File: config.mk
export PLATFORM = sky130hd
export DESIGN_NAME = signed_bin_to_bcd_seq
export DESIGN_NICKNAME = d
export VERILOG_FILES = /design/src/rtl/signed_bin_to_bcd_seq.sv
export SDC_FILE = /design/constraint.sdc
export NUM_CORES = 1
export LEC_CHECK = 0
export BUFFER_PORTS_ARGS = -buffer_cell sky130_fd_sc_hd__clkbuf_2
export CAP_MARGIN = 40
export CORE_MARGIN = 2
export CORE_UTILIZATION = 55
export DETAILED_ROUTE_END_ITERATION = 10
export GPL_ROUTABILITY_DRIVEN = 0
export HOLD_SLACK_MARGIN = 0.08
export PLACE_DENSITY = 0.76
export SLEW_MARGIN = 20
export SYNTH_ARGS = -nofsm -noshare
export SYNTH_HDL_FRONTEND = slang
export SYNTH_SLANG_ARGS = --single-unit
File: constraint.sdc
create_clock -name clk -period 3.6 [get_ports clk]
set_input_delay 0.54 -clock clk [delete_from_list [all_inputs] [get_ports clk]]
set_output_delay 0.54 -clock clk [all_outputs]
set_load 0.01 [all_outputs]
File: src/rtl/signed_bin_to_bcd_seq.sv
// Signed binary to 3-digit BCD, double-dabble, one bit per clock.
// Ports: clk, rst (sync active-low), start, val_in -> busy, done, is_negative, digit2..0.
module signed_bin_to_bcd_seq #(
  parameter int WIDTH = 8
) (
  input  logic             clk,
  input  logic             rst,
  input  logic             start,
  input  logic [WIDTH-1:0] val_in,
  output logic             busy,
  output logic             done,
  output logic             is_negative,
  output logic [3:0]       digit2,
  output logic [3:0]       digit1,
  output logic [3:0]       digit0
);

  localparam logic [1:0] IDLE  = 2'd0;
  localparam logic [1:0] SHIFT = 2'd1;
  localparam logic [1:0] DONE  = 2'd2;

  logic [1:0]       state;
  logic [WIDTH-1:0] mag;
  logic [11:0]      bcd;
  logic [3:0]       cnt;
  logic             sign;

  logic [WIDTH-1:0] neg_val;
  logic [11:0]      adj;
  logic [WIDTH+11:0] sh;
  logic [11:0]      bcd_nx;
  logic [WIDTH-1:0] mag_nx;
  logic             last;

  // -2^(WIDTH-1) negates to itself, which is the right unsigned magnitude
  assign neg_val = ~val_in + 1'b1;

  always_comb begin
    adj = bcd;
    for (int i = 0; i < 3; i++) begin
      if (bcd[i*4 +: 4] >= 4'd5) begin
        adj[i*4 +: 4] = bcd[i*4 +: 4] + 4'd3;
      end
    end
  end

  assign sh     = {adj, mag} << 1;
  assign bcd_nx = sh[WIDTH+11:WIDTH];
  assign mag_nx = sh[WIDTH-1:0];
  assign last   = (cnt == 4'(WIDTH - 1));

  always_ff @(posedge clk) begin
    if (!rst) begin
      state       <= IDLE;
      busy        <= 1'b0;
      done        <= 1'b0;
      is_negative <= 1'b0;
      digit2      <= 4'd0;
      digit1      <= 4'd0;
      digit0      <= 4'd0;
      mag         <= '0;
      bcd         <= '0;
      cnt         <= '0;
      sign        <= 1'b0;
    end else begin
      done <= 1'b0;
      unique case (state)
        IDLE: begin
          if (start) begin
            sign  <= val_in[WIDTH-1];
            mag   <= val_in[WIDTH-1] ? neg_val : val_in;
            bcd   <= '0;
            cnt   <= '0;
            state <= SHIFT;
            busy  <= 1'b1;
          end
        end
        SHIFT: begin
          bcd <= bcd_nx;
          mag <= mag_nx;
          cnt <= cnt + 4'd1;
          // outputs take the final shifted value directly, so the
          // partial accumulator is never visible
          if (last) begin
            state       <= DONE;
            done        <= 1'b1;
            is_negative <= sign;
            digit2      <= bcd_nx[11:8];
            digit1      <= bcd_nx[7:4];
            digit0      <= bcd_nx[3:0];
          end
        end
        DONE: begin
          state <= IDLE;
          busy  <= 1'b0;
        end
        default: begin
          state <= IDLE;
          busy  <= 1'b0;
        end
      endcase
    end
  end

endmodule

After elaboration in Yosys (flattened, before gate mapping)
Index checks and enable logic that the tools add are counted.
{ "totals": {"regBits": 42, "inputBits": 11, "output_inout_bits": 15} }
{ "classes": {"add_sub_neg": 5, "magnitude_cmp": 3, "n_eq_ne": 4, "muxes": 16, "n_bitwise": 2, "n_reduce_logical": 8} }
{ "op_table": {"columns": ["op", "count"], "rows": [
  ["one-hot mux 12 bit (2 select lines)", 1],
  ["two-way mux 8 bit", 2],
  ["one-hot mux 8 bit (2 select lines)", 1],
  ["greater-or-equal comparator 4 x 3 -> 1 bit (second input constant)", 3],
  ["two-way mux 12 bit", 1],
  ["two-way mux 4 bit", 3],
  ["AND reduction 2 bit", 6],
  ["adder 4 x 2 -> 4 bit (second input constant)", 2],
  ["adder 8 x 1 -> 8 bit (second input constant)", 1],
  ["inverter 8 bit", 1],
  ["one-hot mux 4 bit (2 select lines)", 1],
  ["adder 4 x 1 -> 4 bit (second input constant)", 1],
  ["== test 4 x 3 -> 1 bit (second input constant)", 1],
  ["two-way mux 2 bit", 2],
  ["inequality test 2 bit (second input constant)", 2],
  ["one-hot mux 2 bit (2 select lines)", 1],
  ["adder 3 x 2 -> 3 bit (second input constant)", 1],
  ["two-way mux 3 bit", 1],
  ["== test 2 x 1 -> 1 bit (second input constant)", 1],
  ["logical NOT 2 bit", 1],
  ["two-way mux 1 bit", 2],
  ["one-hot mux 1 bit (2 select lines)", 1],
  ["nonzero test 2 bit", 1],
  ["inverter 1 bit", 1]
]} }

Longest topological paths before layout
{ "depth": {"depth_word": 5, "depth_mapped": 6} }

Least setup slack after synthesis
OpenSTA, ideal clock, no wires.
{ "synth_timing": {"path_kind": "input-to-reg", "startpoint": "input val_in[1]", "endpoint": "register mag[6]", "setup_time_ns": 0.133, "t_arrival_ns": 1.500, "slack_ns": 1.968, "path_stages": 6, "path_buffers": 0, "path_cell_list": "inv_1 ha_1 or3b_1 o31a_1 nand4b_1 o221ai_1"} }
{ "synth_between": {"elab_chain_cells": 5} }
{ "synth_lines": {"columns": ["element", "line", "source"], "rows": [
  ["start, declared", "9", "input logic [WIDTH-1:0] val_in,"],
  ["inverter 8 bit", "36", "assign neg_val = ~val_in + 1'b1;"],
  ["adder 8 x 1 -> 8 bit", "36", null],
  ["two-way mux 8 bit", "71", "mag <= val_in[WIDTH-1] ? neg_val : val_in;"],
  ["two-way mux 8 bit", "69", "if (start) begin"],
  ["one-hot mux 8 bit (2 select lines)", "67", "unique case (state)"],
  ["end signal, assigned", "71", null],
  ["end signal, assigned", "80", "mag <= mag_nx;"],
  ["end, declared", "23", "logic [WIDTH-1:0] mag;"]
]} }
No other way between the ends. The select of a mux whose other input is x is not followed.
A chain may end at the register's enable or synchronous reset.

Final worst setup path
{ "layout_timing": {"startpoint": "register bcd[8]", "endpoint": "register bcd[10]"} }
{ "layout_between": {"elab_chain_cells": 3, "word_cells_on_any_way": 4, "classes_between": "add/sub: 1; order compare: 1; mux: 2"} }
{ "layout_lines": {"columns": ["element", "line", "source"], "rows": [
  ["start, declared", "24", "logic [11:0] bcd;"],
  ["start signal, assigned", "79", "bcd <= bcd_nx;"],
  ["greater-or-equal comparator 4 x 3 -> 1 bit or adder 3 x 2 -> 3 bit (tied branches)", "41, 42", null],
  ["two-way mux 3 bit (*)", "41", "if (bcd[i*4 +: 4] >= 4'd5) begin"],
  ["one-hot mux 12 bit (2 select lines) (*)", "67", null]
]} }
Mark *: on every way between the ends. The rest lies on a longest branch, timed or not.

==> flow_summary.json <==
{
  "status": "finished, final reports clean",
  "cellPowerDensity_nw_per_um2": 366,
  "nNetsFinal": 266,
  "diodes": 0,
  "drv_cap": 0,
  "vias_per_cell": 5.63,
  "coreArea_um2": 3420,
  "yosys.area_share.simple_pct": 20.7,
  "ys_ff_latch": 42,
  "place_ws_ns": 1.75,
  "crit_arrival_ns": 1.90,
  "skew_ns": 0.00450,
  "comb_power_share_pct": 8.7,
  "postLayoutCellArea_um2": 2160,
  "grt_pass1_vias": 1558,
  "layout_commonest_cell": "dfxtp_1",
  "slew_violations": 0,
  "ff2ff_path_depth": 6,
  "period_share_pct": 45.2,
  "wirelength_um": 3900,
  "clock_power_share_pct": 30.5,
  "p_leak_nw": 0.818,
  "yosysSeqAreaShare_pct": 42.1,
  "place_area_um2": 2100,
  "clk_pin_slew_ns": 0.12,
  "synth_compound_area_share_pct": 19.7,
  "die_h_um": 64.3,
  "hold_path_depth": 2,
  "worst_pin_slew_ns": 0.499,
  "start_util_pct": 58.5,
  "p_int_mw": 0.594,
  "io_buffers": 25,
  "hold_end": "digit1[2]",
  "synthFlopType": "dfxtp_1",
  "dr.pass1.iters": 7,
  "clk_latency_ns": 0.35,
  "clockBufferDepth": 2,
  "cts_tree": "done",
  "hpwlAfterDp_um": 2660,
  "layout_setup_ws_ns": 1.97,
  "grt_pass1_wl_um": 6990,
  "syn-cell-area_um2": 2000,
  "yosys-mux-area-fraction_pct": 2.69,
  "swShare_pct": 24.9,
  "path_buf_inv": 1,
  "cp-start-kind": "register",
  "p_sw_mw": 0.197,
  "cp.required_ns": 3.88,
  "synth_async_sr_flop_share_pct": 0,
  "drc_errors": 0,
  "max_slew_margin_pct": 66.7,
  "fin_crit_ns": 1.63,
  "cts_resized": 0,
  "hold_viol": 0,
  "wl_per_cell_um": 13.3,
  "cts.sinks": 42,
  "drt_iter0_drc": 67,
  "grt_usage_pct": 21.6,
  "timing.fmax_ghz": 0.614,
  "reg2reg_setup_slack_ns": 1.97,
  "synth_edf_count": 0,
  "post_synth_xor_area_fraction_pct": 3.07,
  "synth_top_family_by_area": "simple AND/OR/NAND/NOR gates",
  "rsz0062_at_grt": "false",
  "reg2reg_from": "bcd[8]",
  "cp-end-kind": "register",
  "hold_path.class": "register to register",
  "die_w_um": 64.3,
  "io_pins": 26,
  "area_delta_synth_final_pct": 8.08,
  "synth_cell_types": 42,
  "most-common-layout-cells": "42 x dfxtp_1, 25 x clkbuf_2, 19 x nand2_1, 19 x nor2_1, 18 x a21oi_1",
  "critical_path_class": "register to register",
  "holdWs_ns": 0.481,
  "h-tree-depth": 2,
  "vias": 1654,
  "ir_worst_vdd_v": 0.000260,
  "cp_cell_sequence": "inv_1 > ha_1 > nand2b_1 > a21oi_1 > mux2_2 > o21ai_0",
  "slowest_delay_ns": 0.38,
  "postCtsSetupBuffers": 0,
  "cp_top_family": "compound AO/OA/AOI/OAI gates",
  "die_area_um2": 4130,
  "setup_viol": 0,
  "antenna_found_initial": 0,
  "ys_warn_count": 0,
  "cts-root-buf": "clkbuf_4",
  "synth-adder-area-share_pct": 5.01,
  "p_seq_share_pct": 60.9,
  "core.rowCount": 21,
  "slowest_stage": "mux2_2",
  "drive_gt1_share_pct": 18.5,
  "synth.avg_cell_area_um2": 8.80,
  "syn_inst": 227,
  "hold_buffers": 0,
  "synth_fp_nets": 246,
  "numCtsBuffers": 5,
  "postRouteAntennaNets": 0,
  "hold_start": "digit1[2]",
  "tns_ns": 0,
  "critPathMaxFanout": 5,
  "grt_max_degree": 26,
  "r2r-end": "bcd[10]",
  "overflow": 0
}
## kinds of logic (layout without fill, tap and decap cells)
family,Yosys count,after routing
mux,5,5
xor+xnor,7,7
fa+ha+maj,8,8
buf+inv,25,46
flops,42,42
compound gates,60,60
simple gates,80,80
## synth_stat cells, drive strengths merged, types with 2 or more instances
| cell type | instances | area (um2) |
|---|---|---|
| clkbuf | 6 | 22.5 |
| o31ai | 2 | 15.0 |
| ha | 8 | 100 |
| nor2 | 19 | 71.3 |
| nand3 | 11 | 55.1 |
| mux2i | 2 | 20.0 |
| nor3 | 4 | 20.0 |
| o221ai | 2 | 17.5 |
| a21oi | 18 | 90.1 |
| buf | 7 | 66.3 |
| o21ai | 16 | 80.1 |
| xor2 | 2 | 17.5 |
| dfxtp | 42 | 841 |
| xnor2 | 5 | 43.8 |
| mux2 | 3 | 33.8 |
| a211oi | 6 | 70.1 |
| nor3b | 5 | 37.5 |
| nand4 | 4 | 25.0 |
| and2 | 3 | 18.8 |
| a22oi | 4 | 30.0 |
| inv | 12 | 45.0 |
| nand2b | 5 | 31.3 |
| a222oi | 3 | 30.0 |
| nand2 | 20 | 82.6 |
| o22ai | 7 | 43.8 |
## routing by layer
metal / up-vias / part of all wire, % / global-route usage, %
met5: - / 0 / 0
met4: 0 / 1.7 / 6.91
met3: 7 / 5.7 / 5.99
met2: 36 / 46 / 36.3
met1: 764 / 47 / 26.9
li1: 847 / - / -
## worst register-to-register path, cell delays in order (launching register included)
cell	delay, ns
dfxtp_1	0.36
inv_1	0.10
ha_1	0.23
nand2b_1	0.08
a21oi_1	0.24
mux2_2	0.38
o21ai_0	0.18
## metrics by stage
stage          cells  utilization, %  power [mW]
2_1_floorplan    227               -       0.542
3_3_place_gp     286            61.4       0.558
3_5_place_dp     286            61.4       0.560
4_1_cts          294            63.2       0.797
5_1_grt          294            63.2       0.832
6_report         294            63.2       0.791
## registers in the layout (all words and copies together), names as in the netlist
name / cells
bcd: 12
mag: 8
cnt: 4
digit0: 4
digit1: 4
digit2: 4
state: 2
busy: 1
done: 1
is_negative: 1
sign: 1
## power by group through the flow
stage	combinational (mW)	sequential [mW]	clock [mW]
after floorplan	0.0520	0.490	0
after global placement	0.0670	0.491	0
after detailed placement	0.0687	0.492	0
after CTS	0.0688	0.481	0.247
after global routing	0.0772	0.483	0.272
final	0.0685	0.481	0.241
## area by class of cell
| class | count | area [um2] |
|---|---|---|
| Inverter | 12 | 45.0 |
| Clock buffer | 7 | 55.1 |
| Timing Repair Buffer | 26 | 133 |
| Clock inverter | 1 | 5.00 |
| Sequential cell | 42 | 841 |
| Multi-Input combinational cell | 160 | 1020 |
| Fill cell | 300 | 1260 |
| Tap cell | 46 | 57.6 |
## worst max path at each step
stage | startpoint | end | slack, ns | cells past startpoint
floorplan | val_in[1] | mag[6] | 1.97 | 6
global placement | val_in[0] | mag[6] | 1.79 | 7
finish | bcd[8] | bcd[10] | 1.97 | 6
CTS | bcd[4] | bcd[6] | 1.96 | 6
detailed placement | val_in[0] | mag[6] | 1.75 | 7
global route | bcd[4] | bcd[6] | 1.81 | 6
(Power assumes the default switching activity.)
